--- src/rtl/hazard_ctrl.sv ---
// hazard_ctrl: pipeline hazard controller for the 5-stage core.
//
// Purpose: detects load-use hazards and inserts LOAD_LAT bubbles, selects EX
// operand forwarding, handles I-cache and D-cache stalls, and flushes IF/ID and
// ID/EX on an EX redirect. A redirect that arrives during an I-cache miss is
// held until the miss completes.
//
// Parameters: AW (register address width), LOAD_LAT (load-use bubbles, 1..3),
//             CNT_W (perf counter width).
// Ports:
//   i_clk, i_rst          clock, synchronous active-high reset
//   i_id_*                ID-stage valid/opcode/sources
//   i_ex_*, i_mem_*, i_wb_* destination/regwrite info of later stages
//   i_ex_rs1/rs2          EX sources for forwarding
//   i_ex_redirect         taken branch/jump resolved in EX
//   i_icache_stall, i_dcache_stall  cache busy
//   o_*_en                stage-register enables
//   o_id_ex_bubble, o_if_id_flush, o_redirect_pending
//   o_fwd_rs1/rs2         00 regfile, 01 EX/MEM, 10 MEM/WB
//   o_stall_cycles, o_bubble_cnt, o_flush_cnt  perf counters
// Build option: define HAZARD_PERF_EN to implement the perf counters;
// otherwise the counter outputs are tied to zero.
module hazard_ctrl #(
  parameter int unsigned AW       = 5,
  parameter int unsigned LOAD_LAT = 1,
  parameter int unsigned CNT_W    = 32
) (
  input  logic             i_clk,
  input  logic             i_rst,
  input  logic             i_id_valid,
  input  logic [6:0]       i_id_opcode,
  input  logic [AW-1:0]    i_id_rs1,
  input  logic [AW-1:0]    i_id_rs2,
  input  logic [AW-1:0]    i_ex_rd,
  input  logic             i_ex_memread,
  input  logic             i_ex_regwrite,
  input  logic [AW-1:0]    i_mem_rd,
  input  logic             i_mem_regwrite,
  input  logic [AW-1:0]    i_wb_rd,
  input  logic             i_wb_regwrite,
  input  logic [AW-1:0]    i_ex_rs1,
  input  logic [AW-1:0]    i_ex_rs2,
  input  logic             i_ex_redirect,
  input  logic             i_icache_stall,
  input  logic             i_dcache_stall,
  output logic             o_pc_en,
  output logic             o_if_id_en,
  output logic             o_id_ex_en,
  output logic             o_ex_mem_en,
  output logic             o_mem_wb_en,
  output logic             o_id_ex_bubble,
  output logic             o_if_id_flush,
  output logic             o_redirect_pending,
  output logic [1:0]       o_fwd_rs1,
  output logic [1:0]       o_fwd_rs2,
  output logic [CNT_W-1:0] o_stall_cycles,
  output logic [CNT_W-1:0] o_bubble_cnt,
  output logic [CNT_W-1:0] o_flush_cnt
);

  typedef enum logic [1:0] {
    RUN        = 2'd0,
    LU_WAIT    = 2'd1,
    REDIR_HOLD = 2'd2
  } state_e;

  localparam logic [6:0] OP_LUI   = 7'b0110111;
  localparam logic [6:0] OP_AUIPC = 7'b0010111;
  localparam logic [6:0] OP_JAL   = 7'b1101111;
  localparam logic [6:0] OP_R     = 7'b0110011;
  localparam logic [6:0] OP_S     = 7'b0100011;
  localparam logic [6:0] OP_B     = 7'b1100011;

  localparam logic [1:0] LU_INIT  = 2'(LOAD_LAT - 1);

  state_e     state_q, state_d;
  logic [1:0] lu_cnt_q, lu_cnt_d;

  logic use_rs1, use_rs2, lu_hit;

  // Source-register usage per opcode.
  always_comb begin
    use_rs1 = 1'b1;
    use_rs2 = 1'b0;
    case (i_id_opcode)
      OP_LUI, OP_AUIPC, OP_JAL: begin
        use_rs1 = 1'b0;
        use_rs2 = 1'b0;
      end
      OP_R, OP_S, OP_B: begin
        use_rs1 = 1'b1;
        use_rs2 = 1'b1;
      end
      default: ;
    endcase
  end

  assign lu_hit = i_ex_memread & i_ex_regwrite & i_id_valid & (i_ex_rd != '0) &
                  ((use_rs1 & (i_id_rs1 == i_ex_rd)) |
                   (use_rs2 & (i_id_rs2 == i_ex_rd)));

  // Control outputs and next state, highest priority first.
  always_comb begin
    o_pc_en            = 1'b1;
    o_if_id_en         = 1'b1;
    o_id_ex_en         = 1'b1;
    o_ex_mem_en        = 1'b1;
    o_mem_wb_en        = 1'b1;
    o_id_ex_bubble     = 1'b0;
    o_if_id_flush      = 1'b0;
    o_redirect_pending = (state_q == REDIR_HOLD);
    state_d            = state_q;
    lu_cnt_d           = lu_cnt_q;

    if (i_rst) begin
      o_pc_en            = 1'b0;
      o_if_id_en         = 1'b0;
      o_id_ex_en         = 1'b0;
      o_ex_mem_en        = 1'b0;
      o_mem_wb_en        = 1'b0;
      o_id_ex_bubble     = 1'b1;
      o_redirect_pending = 1'b0;
      state_d            = RUN;
      lu_cnt_d           = '0;
    end else if (i_dcache_stall) begin
      // Whole pipe frozen; state and lu_cnt hold.
      o_pc_en     = 1'b0;
      o_if_id_en  = 1'b0;
      o_id_ex_en  = 1'b0;
      o_ex_mem_en = 1'b0;
      o_mem_wb_en = 1'b0;
    end else if (i_ex_redirect && (state_q != REDIR_HOLD)) begin
      // Redirect cancels any pending load-use bubbles.
      o_if_id_flush  = 1'b1;
      o_id_ex_bubble = 1'b1;
      lu_cnt_d       = '0;
      if (i_icache_stall) begin
        o_pc_en = 1'b0;
        state_d = REDIR_HOLD;
      end else begin
        state_d = RUN;
      end
    end else begin
      case (state_q)
        REDIR_HOLD: begin
          o_id_ex_bubble = 1'b1;
          if (i_icache_stall) begin
            o_pc_en    = 1'b0;
            o_if_id_en = 1'b0;
          end else begin
            o_if_id_flush = 1'b1;
            state_d       = RUN;
          end
        end
        LU_WAIT: begin
          o_pc_en        = 1'b0;
          o_if_id_en     = 1'b0;
          o_id_ex_bubble = 1'b1;
          if (lu_cnt_q <= 2'd1) begin
            lu_cnt_d = '0;
            state_d  = RUN;
          end else begin
            lu_cnt_d = lu_cnt_q - 2'd1;
          end
        end
        RUN: begin
          if (lu_hit) begin
            o_pc_en        = 1'b0;
            o_if_id_en     = 1'b0;
            o_id_ex_bubble = 1'b1;
            if (LOAD_LAT > 1) begin
              state_d  = LU_WAIT;
              lu_cnt_d = LU_INIT;
            end
          end else if (i_icache_stall) begin
            o_pc_en        = 1'b0;
            o_if_id_en     = 1'b0;
            o_id_ex_bubble = 1'b1;
          end
        end
        default: begin
          state_d  = RUN;
          lu_cnt_d = '0;
        end
      endcase
    end
  end

  // Forwarding selects; MEM has priority over WB.
  always_comb begin
    o_fwd_rs1 = 2'b00;
    o_fwd_rs2 = 2'b00;
    if (!i_rst) begin
      if (i_mem_regwrite && (i_mem_rd != '0) && (i_mem_rd == i_ex_rs1))
        o_fwd_rs1 = 2'b01;
      else if (i_wb_regwrite && (i_wb_rd != '0) && (i_wb_rd == i_ex_rs1))
        o_fwd_rs1 = 2'b10;
      if (i_mem_regwrite && (i_mem_rd != '0) && (i_mem_rd == i_ex_rs2))
        o_fwd_rs2 = 2'b01;
      else if (i_wb_regwrite && (i_wb_rd != '0) && (i_wb_rd == i_ex_rs2))
        o_fwd_rs2 = 2'b10;
    end
  end

`ifdef HAZARD_PERF_EN
  logic [CNT_W-1:0] stall_q, bubble_q, flush_q;
  assign o_stall_cycles = stall_q;
  assign o_bubble_cnt   = bubble_q;
  assign o_flush_cnt    = flush_q;
`else
  assign o_stall_cycles = '0;
  assign o_bubble_cnt   = '0;
  assign o_flush_cnt    = '0;
`endif

  always_ff @(posedge i_clk) begin
    if (i_rst) begin
      state_q  <= RUN;
      lu_cnt_q <= '0;
`ifdef HAZARD_PERF_EN
      stall_q  <= '0;
      bubble_q <= '0;
      flush_q  <= '0;
`endif
    end else begin
      state_q  <= state_d;
      lu_cnt_q <= lu_cnt_d;
`ifdef HAZARD_PERF_EN
      stall_q  <= stall_q  + CNT_W'(!o_pc_en);
      bubble_q <= bubble_q + CNT_W'(o_id_ex_bubble);
      flush_q  <= flush_q  + CNT_W'(o_if_id_flush);
`endif
    end
  end

endmodule

--- config.mk ---
export PLATFORM = sky130hd
export DESIGN_NAME = hazard_ctrl
export DESIGN_NICKNAME = d
export VERILOG_FILES = /design/src/rtl/hazard_ctrl.sv
export SDC_FILE = /design/constraint.sdc
export NUM_CORES = 1
export LEC_CHECK = 0
export BUFFER_PORTS_ARGS = -buffer_cell sky130_fd_sc_hd__buf_2
export CAP_MARGIN = 10
export CORE_UTILIZATION = 33
export DETAILED_ROUTE_END_ITERATION = 12
export GPL_TIMING_DRIVEN = 1
export PLACE_DENSITY = 0.81
export SLEW_MARGIN = 30
export SYNTH_ARGS = -nofsm -noshare
export SYNTH_HDL_FRONTEND = slang
export SYNTH_SLANG_ARGS = --single-unit
export TNS_END_PERCENT = 100
--- constraint.sdc ---
create_clock -name i_clk -period 1.9 [get_ports i_clk]
set_input_delay 0.285 -clock i_clk [delete_from_list [all_inputs] [get_ports i_clk]]
set_output_delay 0.285 -clock i_clk [all_outputs]
set_load 0.03 [all_outputs]
* Yosys cells after proc, flatten, opt, wreduce, memory -nomap -nowiden *
Index checks and enable logic that the tools add are counted.

word-level totals
  register bits after elaboration = 4
  output and inout bits = 108
  logic and storage cells = 86

cells by class
  add/subtract/negate cells = 1
  $lt $le $gt $ge = 1
  eq/ne operators = 19
  muxes and demuxes = 38
  bitwise operators = 8
  reduce and logical (&&, ||, !) cells = 17

operator list
  operator                                               number
  equality test 5 bit                                    6
  two-way mux 2 bit                                      12
  two-way mux 1 bit                                      22
  equality test 7 x 6 -> 1 bit, second input constant    3
  nonzero test 5 bit                                     3
  equality test 7 bit, second input constant             2
  equality test 7 x 5 -> 1 bit, second input constant    1
  logical AND 1 bit                                      7
  bitwise AND 1 bit                                      6
  case mux 2 bit (3 select lines)                        1
  OR reduction 3 bit                                     2
  inequality test 2 bit, second input constant           2
  case mux 2 bit (2 select lines)                        1
  AND reduction 4 bit                                    1
  OR reduction 2 bit                                     2
  inequality test 3 x 2 -> 1 bit, second input constant  1
  inequality test 3 bit, second input constant           1
  case mux 1 bit (3 select lines)                        1
  equality test 2 x 1 -> 1 bit, second input constant    1
  equality test 2 bit, second input constant             1
  <= comparator 2 x 1 -> 1 bit, second input constant    1
  zero test 2 bit                                        1
  inequality test 2 x 1 -> 1 bit, second input constant  1
  case mux 1 bit (2 select lines)                        1
  other kinds (4)                                        4

* Logic depth before layout (Yosys ltp) *
  word-level depth = 11
  gate-level depth with buffers = 5

* Worst setup path before layout *
No wires, ideal clock.

  path type = input port to output port
  from = input port i_rst
  to = output port o_if_id_en
  data arrival time = 2,573 ps
  slack = -958 ps
  stages = 3
  path buffers = 1
  cell sequence = clkbuf_1 a2111oi_0 o21bai_1

between the ends
  longest elaborated chain between the ends = 1

RTL lines
  what                RTL line  source
  start: declaration  29        input logic i_rst,
  two-way mux 1 bit   115       if (i_rst) begin
  end: declaration    47        output logic o_if_id_en,

No other way between the ends.

* Final worst setup path *
  from = input port i_id_rs2[4]
  to = output port o_id_ex_bubble

between the ends
  longest elaborated chain between the ends = 9

RTL lines
  what                             RTL line  source
  start: declaration               33        input logic [AW-1:0] i_id_rs2,
  equality test 5 bit              100       (use_rs2 & (i_id_rs2 == i_ex_rd)));
  bitwise AND 1 bit                100
  bitwise OR 1 bit                 99        ((use_rs1 & (i_id_rs1 == i_ex_rd)) |
  bitwise AND 1 bit                98        assign lu_hit = i_ex_memread & i_ex_regwrite & i_id_valid & (i_ex_rd != '0) &
  two-way mux 1 bit                167       if (lu_hit) begin
  case mux 1 bit (2 select lines)  144       case (state_q)
  two-way mux 1 bit                132       end else if (i_ex_redirect && (state_q != REDIR_HOLD)) begin
  two-way mux 1 bit                125       end else if (i_dcache_stall) begin
  two-way mux 1 bit                115
  end: declaration                 51        output logic o_id_ex_bubble,

No other way between the ends.

==> results.cfg <==
[synth]
netlist_area_mm2 = 0.00130
ys.flop_type = dfxtp_1
synth-edff-count = 0
postSynthCellCount = 176
async_flop_share = 0
yosysWarnings = 0
ys_seq_elements = 1
synth.avg_cell_area_um2 = 7.41
synth.distinct_cells = 27
ys_seq_area_frac = 0.0154

[final_layout]
final_cells = 296
register_area_um2 = 20.0
syn_to_final_growth_pct = 21.7
fin_nets = 302
top_regs = state_q (1)
fin_util = 0.427
n_antenna_cell = 0
final_area_mm2 = 0.00159
drive_above_1_share = 0.367
top_register = state_q
fillers = 384
final_common_cell = conb_1
largest_register_ff_count = 1
multi_input_area_mm2 = 0.00103
mostFrequentLayoutCells = conb_1 (96), buf_2 (53), xor2_1 (17)

[placement]
io_buffers = 63
dp.cells = 292
dp_slack_ns = -0.147
dpl_cell_area_mm2 = 0.00139
dp_hpwl_mm = 2.33
place.gp.congestion = 0.799

[die]
core_mm2 = 0.00372
initial_core_util = 0.351
rows = 22
dieArea_mm2 = 0.00421
fp.dieH_um = 64.9
die_w_um = 64.9
top_level_ports = 160

[worst_hold_path]
hold_class = reg2reg
hold_start = state_q[1]

[global_route]
grt_pass1_wl_mm = 3.62
antenna_found_initial = 0
grt_use_total = 0.109
grt_pass1_vias = 865
grt_max_degree = 10
overflow = 0

[sta]
worst_slack_ns = 0.0413
fmax_mhz = 538
finalSetupViolations = 0
fin_worst_skew_ns = 0
period_share = 0.978
min_period_ns = 1.86
tns_ns = 0
rsz0062_at_grt = yes
finalMaxSlewViolations = 0
finalHoldViolCount = 0

[clock_tree]
clk_latency_ns = 0
hold_buffers = 0
clk_pin_slew_ns = 0

[detailed_routing]
antenna_left = 0
wl_per_cell_um = 9.66
wirelength_mm = 2.86
drtPass1Iterations = 4
num_vias = 1128
drc = 0
first_iter_violations = 18
vias_per_cell = 3.81

[power]
power.internal_mw = 0.153
vdd_ir_drop_max_mv = 0.208
power.net_switching_mw = 0.391
comb_power_share = 0.956
clockPowerShare = 0
seqPwrFrac = 0.044
switching_share = 0.718
p_per_area_mw_per_mm2 = 343
p_leak_nw = 0.851

[worst_setup_path]
startpoint = i_id_rs2[4]
worstPathArrival_ns = 1.57
cp_max_fo = 3
cp.required_ns = 1.62
cp-start-kind = input port
crit_type = in2out
endpoint_kind = output port
reg2reg_from = state_q[1]

[flow_run]
maxCapViolations = 0

[run_status]
outcome = finished clean
[final cells by class]
type,count,share of cell area
inverter,1,0.00237
multi-input combinational,170,0.650
sequential,1,0.0126
tap,48,0.0379
timing repair buffer,76,0.297
[cell usage after synthesis, drive strengths merged, types with 2 or more instances]
cell type | number | share of area
nor3 | 4 | 0.015
nor4 | 4 | 0.029
xnor2 | 12 | 0.081
o21ai | 2 | 0.011
a2111oi | 2 | 0.013
nand4 | 2 | 0.0096
nor2 | 5 | 0.014
a21oi | 3 | 0.012
buf | 98 | 0.56
nand2 | 5 | 0.014
nor2b | 3 | 0.014
xor2 | 18 | 0.12
or4 | 5 | 0.029
nand3 | 2 | 0.0077
[repair_timing]
item / 4_1_cts / 5_1_grt
endpoints found under the setup margin: 5 / 6
buffers inserted: 3 / 1
pin swaps: 9 / 11
resized for setup: 13 / 22
[final timing paths]
| check | cells after the start | slack (ns) | end |
|---|---|---|---|
| worst max-delay path | 7 | 0.04 | o_id_ex_bubble |
| worst min-delay path | 2 | 0.54 | state_q[1] |
| worst max register to register | 2 | 1.29 | state_q[1] |
| worst min register to register | 2 | 0.54 | state_q[1] |
[through the flow]
step	hold slack (ns)	power (mW)
global route	0.605	0.575
floorplan	0.454	0.530
detailed placement	0.548	0.488
CTS	0.548	0.507
global placement	0.542	0.484
finish	0.545	0.544
[power by group through the flow]
stage | Combinational, mW | Clock (mW) | Sequential, mW
6_report | 0.520 | 0 | 0.0239
5_1_grt | 0.550 | 0 | 0.0242
4_1_cts | 0.483 | 0 | 0.0239
3_5_place_dp | 0.464 | 0 | 0.0239
3_3_place_gp | 0.460 | 0 | 0.0239
2_1_floorplan | 0.507 | 0 | 0.0237
[worst max-delay path: stages]
cell and delay (ns):
buf_8 0.10, xor2_4 0.18, a2111oi_4 0.31, nand4_1 0.16, a21oi_2 0.22, o22a_1 0.18
buf_6 0.13
[metal layers]
metal / up-vias / routed length (um) / track usage
met5: - / 0 / 0
met1: 495 / 786 / 0.0949
li1: 530 / - / -
met3: 8 / 271 / 0.0106
met2: 95 / 1720 / 0.251
met4: 0 / 81 / 0.0222
[cell families after synthesis]
kind of cell,synth area share
compound gates,0.0653
buf+inv,0.570
simple gates,0.145
xor+xnor,0.202
flops,0.0154
other cells,0.00288
(Power assumes the default switching activity.)
